===== config.mk =====
export PLATFORM = sky130hd
export DESIGN_NAME = memory_reader_input
export DESIGN_NICKNAME = d
export VERILOG_FILES = /design/src/rtl/memory_reader_input.sv
export SDC_FILE = /design/constraint.sdc
export NUM_CORES = 1
export LEC_CHECK = 0
export BUFFER_PORTS_ARGS = -buffer_cell sky130_fd_sc_hd__buf_2
export CAP_MARGIN = 25
export CORE_UTILIZATION = 30
export DETAILED_ROUTE_END_ITERATION = 7
export PLACE_DENSITY = 0.52
export SKIP_CTS_REPAIR_TIMING = 1
export SLEW_MARGIN = 10
export SYNTH_ARGS = -nofsm -noshare
export SYNTH_HDL_FRONTEND = slang
export SYNTH_SLANG_ARGS = --single-unit

===== constraint.sdc =====
create_clock -name clk -period 15.28 [get_ports clk]
set_input_delay 3.82 -clock clk [delete_from_list [all_inputs] [get_ports clk]]
set_output_delay 3.82 -clock clk [all_outputs]
set_load 0.02 [all_outputs]

===== src/rtl/memory_reader_input.sv =====
// AXI4 read master that fetches a raster-stored frame one block row per burst and
// replays it block-ordered. Optional stall counter enabled by READER_STALL_CNT_EN.
module memory_reader_input #(
  parameter int DATA_WIDTH      = 32,
  parameter int ADDR_WIDTH      = 32,
  parameter int BLOCK_SIZE      = 8,
  parameter int BYTES_PER_PIXEL = 4
) (
  input  logic                  clk,
  input  logic                  rst_n,
  input  logic                  start_frame,
  input  logic [ADDR_WIDTH-1:0] base_addr,
  input  logic [15:0]           frame_width,
  input  logic [15:0]           frame_height,
  output logic [ADDR_WIDTH-1:0] araddr,
  output logic [7:0]            arlen,
  output logic [2:0]            arsize,
  output logic [1:0]            arburst,
  output logic                  arvalid,
  input  logic                  arready,
  input  logic [DATA_WIDTH-1:0] rdata,
  input  logic                  rlast,
  input  logic                  rvalid,
  output logic                  rready,
  output logic [DATA_WIDTH-1:0] pixel_out,
  output logic                  pixel_valid,
  input  logic                  pixel_ready,
  output logic                  start_block,
  output logic                  busy,
  output logic                  frame_done,
  output logic                  burst_err,
  output logic [31:0]           stall_cycles
);

  localparam int BEAT_W = (BLOCK_SIZE > 1) ? $clog2(BLOCK_SIZE) : 1;
  localparam logic [BEAT_W-1:0] LAST_BEAT = BEAT_W'(BLOCK_SIZE - 1);
  localparam logic [15:0] BS16 = 16'(BLOCK_SIZE);
  localparam logic [16:0] BS17 = 17'(BLOCK_SIZE);

  typedef enum logic [2:0] {
    S_IDLE,
    S_START_BLK,
    S_ADDR,
    S_DATA,
    S_DONE
  } state_t;

  state_t state_q, state_d;

  logic [ADDR_WIDTH-1:0] base_q, base_d;
  logic [ADDR_WIDTH-1:0] araddr_q, araddr_d;
  logic [15:0]           width_q, width_d;
  logic [15:0]           height_q, height_d;
  logic [15:0]           x_q, x_d;
  logic [15:0]           y_q, y_d;
  logic [BEAT_W-1:0]     r_q, r_d;
  logic [BEAT_W-1:0]     beat_q, beat_d;
  logic                  busy_q, busy_d;
  logic                  err_q, err_d;

  logic                  beat_fire;
  logic                  last_beat;
  logic [16:0]           x_next;
  logic [16:0]           y_next;
  logic [ADDR_WIDTH-1:0] line_a;
  logic [ADDR_WIDTH-1:0] pix_a;

  always_comb begin
    state_d  = state_q;
    base_d   = base_q;
    araddr_d = araddr_q;
    width_d  = width_q;
    height_d = height_q;
    x_d      = x_q;
    y_d      = y_q;
    r_d      = r_q;
    beat_d   = beat_q;
    busy_d   = busy_q;
    err_d    = err_q;

    beat_fire = (state_q == S_DATA) && rvalid && pixel_ready;
    last_beat = (beat_q == LAST_BEAT);
    x_next    = {1'b0, x_q} + BS17;
    y_next    = {1'b0, y_q} + BS17;

    case (state_q)
      S_IDLE: begin
        if (start_frame) begin
          base_d   = base_addr;
          width_d  = frame_width;
          height_d = frame_height;
          x_d      = '0;
          y_d      = '0;
          r_d      = '0;
          beat_d   = '0;
          err_d    = 1'b0;
          // A frame smaller than one block has nothing to fetch
          if ((frame_width < BS16) || (frame_height < BS16)) begin
            state_d = S_DONE;
          end else begin
            busy_d  = 1'b1;
            state_d = S_START_BLK;
          end
        end
      end
      S_START_BLK: state_d = S_ADDR;
      S_ADDR: begin
        if (arready) begin
          beat_d  = '0;
          state_d = S_DATA;
        end
      end
      S_DATA: begin
        if (beat_fire) begin
          // The beat counter decides burst end; rlast is only cross-checked
          if (rlast != last_beat) err_d = 1'b1;
          if (!last_beat) begin
            beat_d = beat_q + 1'b1;
          end else begin
            beat_d = '0;
            if (r_q != LAST_BEAT) begin
              r_d     = r_q + 1'b1;
              state_d = S_ADDR;
            end else if (x_next < {1'b0, width_q}) begin
              x_d     = x_q + BS16;
              r_d     = '0;
              state_d = S_START_BLK;
            end else if (y_next < {1'b0, height_q}) begin
              x_d     = '0;
              y_d     = y_q + BS16;
              r_d     = '0;
              state_d = S_START_BLK;
            end else begin
              busy_d  = 1'b0;
              state_d = S_DONE;
            end
          end
        end
      end
      S_DONE:  state_d = S_IDLE;
      default: state_d = S_IDLE;
    endcase

    // Loaded only on entry to ADDR so araddr stays frozen while waiting for arready
    line_a = ADDR_WIDTH'(y_d) + ADDR_WIDTH'(r_d);
    pix_a  = line_a * ADDR_WIDTH'(width_d) + ADDR_WIDTH'(x_d);
    if ((state_d == S_ADDR) && (state_q != S_ADDR)) begin
      araddr_d = base_d + pix_a * ADDR_WIDTH'(BYTES_PER_PIXEL);
    end
  end

  always_ff @(posedge clk) begin
    if (!rst_n) begin
      state_q  <= S_IDLE;
      base_q   <= '0;
      araddr_q <= '0;
      width_q  <= '0;
      height_q <= '0;
      x_q      <= '0;
      y_q      <= '0;
      r_q      <= '0;
      beat_q   <= '0;
      busy_q   <= 1'b0;
      err_q    <= 1'b0;
    end else begin
      state_q  <= state_d;
      base_q   <= base_d;
      araddr_q <= araddr_d;
      width_q  <= width_d;
      height_q <= height_d;
      x_q      <= x_d;
      y_q      <= y_d;
      r_q      <= r_d;
      beat_q   <= beat_d;
      busy_q   <= busy_d;
      err_q    <= err_d;
    end
  end

  assign araddr      = araddr_q;
  assign arlen       = 8'(BLOCK_SIZE - 1);
  assign arsize      = 3'($clog2(BYTES_PER_PIXEL));
  assign arburst     = 2'b01;
  assign arvalid     = (state_q == S_ADDR);
  assign rready      = (state_q == S_DATA) && pixel_ready;
  assign pixel_valid = (state_q == S_DATA) && rvalid;
  assign pixel_out   = (state_q == S_DATA) ? rdata : '0;
  assign start_block = (state_q == S_START_BLK);
  assign frame_done  = (state_q == S_DONE);
  assign busy        = busy_q;
  assign burst_err   = err_q;

`ifdef READER_STALL_CNT_EN
  logic [31:0] stall_q, stall_d;

  always_comb begin
    stall_d = stall_q;
    if ((state_q == S_IDLE) && start_frame) begin
      stall_d = '0;
    end else if (pixel_valid && !pixel_ready && (stall_q != '1)) begin
      stall_d = stall_q + 32'd1;
    end
  end

  always_ff @(posedge clk) begin
    if (!rst_n) stall_q <= '0;
    else        stall_q <= stall_d;
  end

  assign stall_cycles = stall_q;
`else
  assign stall_cycles = '0;
`endif

endmodule


# [Word level (Yosys, flattened, before mapping)]
# Cells that the tools add are included.
[totals] inputBits=103 out_inout_bits=116 word_cells=107 regBits=139
[classes] n_addsub=9 n_reduce_logical=12 order_cmp=4 mux=52 mul=1 n_eq_ne=18
[op_table] operator="two-way mux 16 bit" count=14
[op_table] operator="two-way mux 32 bit" count=3
[op_table] operator="case mux 16 bit (2 select lines)" count=2
[op_table] operator="two-way mux 3 bit" count=18
[op_table] operator="adder 16 x 4 -> 17 bit, second input constant" count=2
[op_table] operator="less-than comparator 17 x 16 -> 1 bit" count=2
[op_table] operator="adder 16 x 4 -> 16 bit, second input constant" count=2
[op_table] operator="adder 32 bit" count=1
[op_table] operator="less-than comparator 16 x 4 -> 1 bit, second input constant" count=2
[op_table] operator="adder 30 x 16 -> 30 bit" count=1
[op_table] operator="multiplier 17 x 16 -> 30 bit" count=1
[op_table] operator="adder 16 x 3 -> 17 bit" count=1
[op_table] operator="!= test 2 bit, second input constant" count=7
[op_table] operator="case mux 3 bit (4 select lines)" count=1
[op_table] operator="two-way mux 1 bit" count=10
[op_table] operator="equality test 3 x 2 -> 1 bit, second input constant" count=3
[op_table] operator="case mux 3 bit (3 select lines)" count=1
[op_table] operator="AND reduction 4 bit" count=2
[op_table] operator="AND reduction 8 bit" count=1
[op_table] operator="adder 3 x 1 -> 3 bit, second input constant" count=2
[op_table] operator="equality test 3 bit, second input constant" count=2
[op_table] operator="case mux 3 bit (2 select lines)" count=1
[op_table] operator="logical AND 1 bit" count=4
[op_table] operator="!= test 2 x 1 -> 1 bit, second input constant" count=2
[op_table] operator="10 further kinds" count=11

# [Depth between registers and ports, before layout]
[depth] ltp_word=12 mapped_depth=55 ltp_nobuf=55

# [Worst setup path before layout]
# No wires, ideal clock.
[synth_timing] kind="input-to-reg" start="input start_frame" end="register araddr_q[31] (netlist: araddr[31])" path_stages=48 path_buffers=5 setup_ps=124 setup_slack_ps=120 arrival_ps=15036 required_time_ps=15156 path_cell_list="nand2_1 > a21oi_1 > nand2_1 > clkbuf_1 > buf_1 > clkbuf_1 > clkbuf_1 > and2_1 > ha_1 > inv_1 > fa_1 > nor2b_1 > o21a_1 > and3b_1 > buf_4 > and2_1 > xnor2_1 > nor2_1 > [12 not listed] > a311oi_1 > o21ai_0 > o22a_1 > xor2_1 > ha_1 > a21o_1 > a21o_1 > a2111oi_0 > a211oi_1 > o31ai_1 > o21ai_0 > o21ai_0 > nand2b_1 > a21o_1 > a221o_1 > or3b_2 > a211oi_1 > nor4bb_1"
[synth_via] elab_chain_cells=6 word_cells_on_any_way=18 cone_classes="3 x add/sub; 1 x mul; 1 x eq/ne; 12 x mux; 1 x reduce/logical"
[synth_lines] element="start: declaration" line="11" text="input logic start_frame,"
[synth_lines] element="two-way mux 16 bit" line="88" text="if (start_frame) begin"
[synth_lines] element="case mux 16 bit (2 select lines)" line="86" text="case (state_q)"
[synth_lines] element="via y_d[0]" line="55" text="logic [15:0] y_q, y_d;"
[synth_lines] element="adder 16 x 3 -> 17 bit" line="145" text="line_a = ADDR_WIDTH'(y_d) + ADDR_WIDTH'(r_d);"
[synth_lines] element="multiplier 17 x 16 -> 30 bit" line="146" text="pix_a = line_a * ADDR_WIDTH'(width_d) + ADDR_WIDTH'(x_d);"
[synth_lines] element="adder 30 x 16 -> 30 bit" line="146"
[synth_lines] element="adder 32 bit" line="148" text="araddr_d = base_d + pix_a * ADDR_WIDTH'(BYTES_PER_PIXEL);"
[synth_lines] element="end signal: assignment" line="168" text="araddr_q <= araddr_d;"
[synth_lines] element="end: declaration" line="51" text="logic [ADDR_WIDTH-1:0] araddr_q, araddr_d;"
# The timed path passes the listed nets, and every way through them passes these cells.
# A chain may end at the register's enable or synchronous reset.

# [Final worst setup path]
[layout_timing] start="input rvalid" end="register araddr_q[31] (netlist: araddr[31])"
[layout_via] elab_chain_cells=8 word_cells_on_any_way=16 cone_classes="3 x add/sub; 1 x mul; 1 x eq/ne; 8 x mux; 3 x reduce/logical"
[layout_lines] element="start: declaration" line="23" text="input logic rvalid,"
[layout_lines] element="logical AND 1 bit (*) (2 in series)" line="81" text="beat_fire = (state_q == S_DATA) && rvalid && pixel_ready;"
[layout_lines] element="two-way mux 16 bit / two-way mux 3 bit (equally long branches)" line="114" text="if (beat_fire) begin"
[layout_lines] element="case mux 16 bit (2 select lines) / case mux 3 bit (2 select lines) (equally long branches)" line="86"
[layout_lines] element="adder 16 x 3 -> 17 bit" line="145"
[layout_lines] element="multiplier 17 x 16 -> 30 bit" line="146"
[layout_lines] element="adder 30 x 16 -> 30 bit" line="146"
[layout_lines] element="adder 32 bit" line="148"
# Mark *: on every way between the ends. The rest lies on a longest branch, timed or not.

==> results_dict.tcl <==
set metrics [dict create \
    outcome "finished, violations left" \
    failed_checks "design-rule violations" \
    power_density_mw_per_mm2 55.8 \
    clkSlewWorstSetupHoldPaths_ns 0.07 \
    drive_gt1_share_pct 12.6 \
    area_delta_synth_final_pct 13.4 \
    ant_nets 0 \
    io_pins 219 \
    grt_max_degree 84 \
    dr.pass1.iters 8 \
    power_w 0.00114 \
    diodes 0 \
    power.share.clock_pct 37.4 \
    grt_pass1_vias 15700 \
    cap_violations 0 \
    synth_area_sq_mm 0.0181 \
    regArea_sq_mm 0.00278 \
    crit_type "in -> reg" \
    die_w_microns 247 \
    vias 15300 \
    r2r_slack_ns 1.28 \
    hold_ws_ns 0.456 \
    min_period_ns 14.51 \
    synthTopCellsByArea "fa_1 25%, dfxtp_1 15%, ha_1 11%" \
    htreeDepth 4 \
    seq_area_frac_synth_pct 15.4 \
    root_buffer "clkbuf_16" \
    cts_buffers 17 \
    cp_data_required_time_ns 15.63 \
    post_drt_wl_per_cell_microns 17.4 \
    synthArstFlopShare_pct 0 \
    utilization_pct 34.6 \
    ctsLongestPathBuffers 2 \
    p_leak_nw 10.3 \
    hold_viol_final 0 \
    p_comb_share_pct 27.9 \
    path_common_cell "fa_1" \
    hpwlAfterDp_microns 46000 \
    initial_utilization_pct 30.5 \
    p_int_w 0.000723 \
    crit_slowest_cell "fa_1" \
    antenna_found_initial 0 \
    hp-class "reg -> reg" \
    ir_drop_uv 80.1 \
    report.final.slew_viol_count 0 \
    synth_area_leader_cell "fa_1" \
    grt_overflow_total 0 \
    yosys_most_used_dff "dfxtp_1" \
    cpPeakStageDelay_ns 0.54 \
    cts.sinks 139 \
    rsz0062_at_grt "no" \
    drcViolationCount 23 \
    layout.nets 2898 \
    fmax_mhz 68.9 \
    cp-start-kind "input port" \
    synth_edf_count 0 \
    io_buffer_count 173 \
    syn-mean-instance-area_sq_um 8.09 \
    final_cell_mix "357 x nand2_1, 335 x inv_1, 224 x fa_1, 202 x nor2_1, 173 x buf_2" \
    gp_congestion 0.938 \
    crit_path_max_fanout 9 \
    cts_tree "yes" \
    switching_power_w 0.000420 \
    synth_top_area_share_pct 24.8 \
    setup_viol 0 \
    seqPwrFrac_pct 34.7 \
    mostFrequentLayoutCell "nand2_1" \
    crit_arrival_ns 14.86 \
    timing.slew.headroom_pct 25.2 \
    grt_pass1_wl_microns 87700 \
    die_area_sq_mm 0.0612 \
    skew_ns 0.0145 \
    rows 89 \
    p_sw_share_pct 36.7 \
    period_share_pct 95.0 \
    yosysWarningCount 0 \
    die_y_microns 247 \
    drtIter0Drc 965 \
    syn-instance-count 2232 \
    multi_input_area_sq_mm 0.0136 \
    core_sq_mm 0.0592 \
    wl_microns 55500 \
    yosysUniqueCellTypes 80 \
    final.fill_count 6258 \
    tightest_slew_ns 1.11 \
    ys_ff_latch 139 \
    tns_ns 0 \
    grt_use_total_pct 18.7 \
    cp-end-kind "flip-flop" \
    viasPerCell 4.79 \
    clkLatencyLatePin_ns 0.46 \
]
[sequential cells by signal, indices dropped and copies added (netlist names), 3 cells and up]
| register | cells |
|---|---|
| r_q | 3 |
| y_q | 16 |
| araddr | 32 |
| height_q | 16 |
| width_q | 16 |
| beat_q | 3 |
| base_q | 32 |
| x_q | 16 |
| state_q | 3 |
[per-stage QoR]
stage / setup WS (ns) / instances / instance area [sq um]
global route: 0.0534 / 3194 / 20500
global placement: 0.263 / 3161 / 19900
detailed placement: -0.00907 / 3162 / 19900
floorplan: 0.120 / 2275 / 18200
finish: 0.770 / 3194 / 20500
CTS: 0.411 / 3194 / 20500
[worst max-delay path: cells and delay by family]
family / cells / cell delay (ns)
xor+xnor: 2 / 0.31
compound gates: 15 / 3.80
simple gates: 12 / 2.76
fa+ha+maj: 8 / 3.78
buf+inv: 5 / 0.36
[final timing paths]
kind | depth (start not counted) | startpoint | endpoint
max | 42 | rvalid | araddr[31]$_SDFFE_PN0P_
min reg2reg | 2 | araddr[11]$_SDFFE_PN0P_ | araddr[11]$_SDFFE_PN0P_
min | 2 | araddr[11]$_SDFFE_PN0P_ | araddr[11]$_SDFFE_PN0P_
max reg2reg | 52 | y_q[3]$_SDFF_PN0_ | araddr[31]$_SDFFE_PN0P_
[area by class of cell]
cell class,count,area share [%]
well taps,773,4.72
repair buffers,232,6.39
clock inverters,14,0.776
multi-input cells,1682,66.3
inverters,336,6.17
clock buffers,18,2.10
flip-flops and latches,139,13.6
[power by group through the flow]
| stage | Combinational, W | Clock, W | Sequential [W] |
|---|---|---|---|
| floorplan | 0.000195 | 0 | 0.000411 |
| global placement | 0.000313 | 0 | 0.000405 |
| detailed placement | 0.000316 | 0 | 0.000406 |
| CTS | 0.000318 | 0.000439 | 0.000398 |
| global route | 0.000347 | 0.000453 | 0.000400 |
| finish | 0.000319 | 0.000428 | 0.000397 |
[metal layers]
layer / vias to the layer above / track usage (%) / wire [microns]
met1: 7400 / 25.9 / 26400
met2: 431 / 30.1 / 25100
li1: 7406 / - / -
met5: - / 0 / 0
met4: 0 / 3.83 / 771
met3: 49 / 3.44 / 3210
[synthesized netlist by cell type, drive strengths merged, types with 3 or more instances]
| library cell | number |
|---|---|
| buf | 54 |
| nand3 | 40 |
| or3 | 10 |
| a221oi | 3 |
| a21o | 26 |
| and3 | 25 |
| a211o | 3 |
| nand4 | 21 |
| o21a | 15 |
| o21ai | 56 |
| xnor2 | 61 |
| and4 | 6 |
| o21bai | 3 |
| dfxtp | 139 |
| nor2 | 204 |
| nand2b | 16 |
| mux2i | 17 |
| a32o | 3 |
| or2 | 7 |
| xor2 | 37 |
| fa | 224 |
| nor2b | 14 |
| a21oi | 131 |
| o2111ai | 3 |
| a311oi | 3 |
| o211ai | 4 |
| a211oi | 21 |
| a22o | 3 |
| ha | 163 |
| a2111oi | 4 |
| inv | 336 |
| nor4 | 15 |
| a31oi | 7 |
| nor3 | 20 |
| a22oi | 8 |
| o31ai | 5 |
| clkbuf | 64 |
| nand2 | 359 |
| and2 | 70 |
[kinds of logic (layout without fill, tap and decap cells)]
logic type                 Yosys count  count (layout)  share of synthesized area, %
and+or+nand+nor                    817             817                          20.9
buffers and inverters              454             600                          10.6
adders and majority gates          387             387                          36.1
AOI/OAI and AO/OA                  318             318                          11.3
DFF                                139             139                          15.4
xor gates and xnor gates            98              98                          4.75
muxes                               17              17                         0.942
other                                2              45                        0.0416
(Power assumes the default switching activity.)
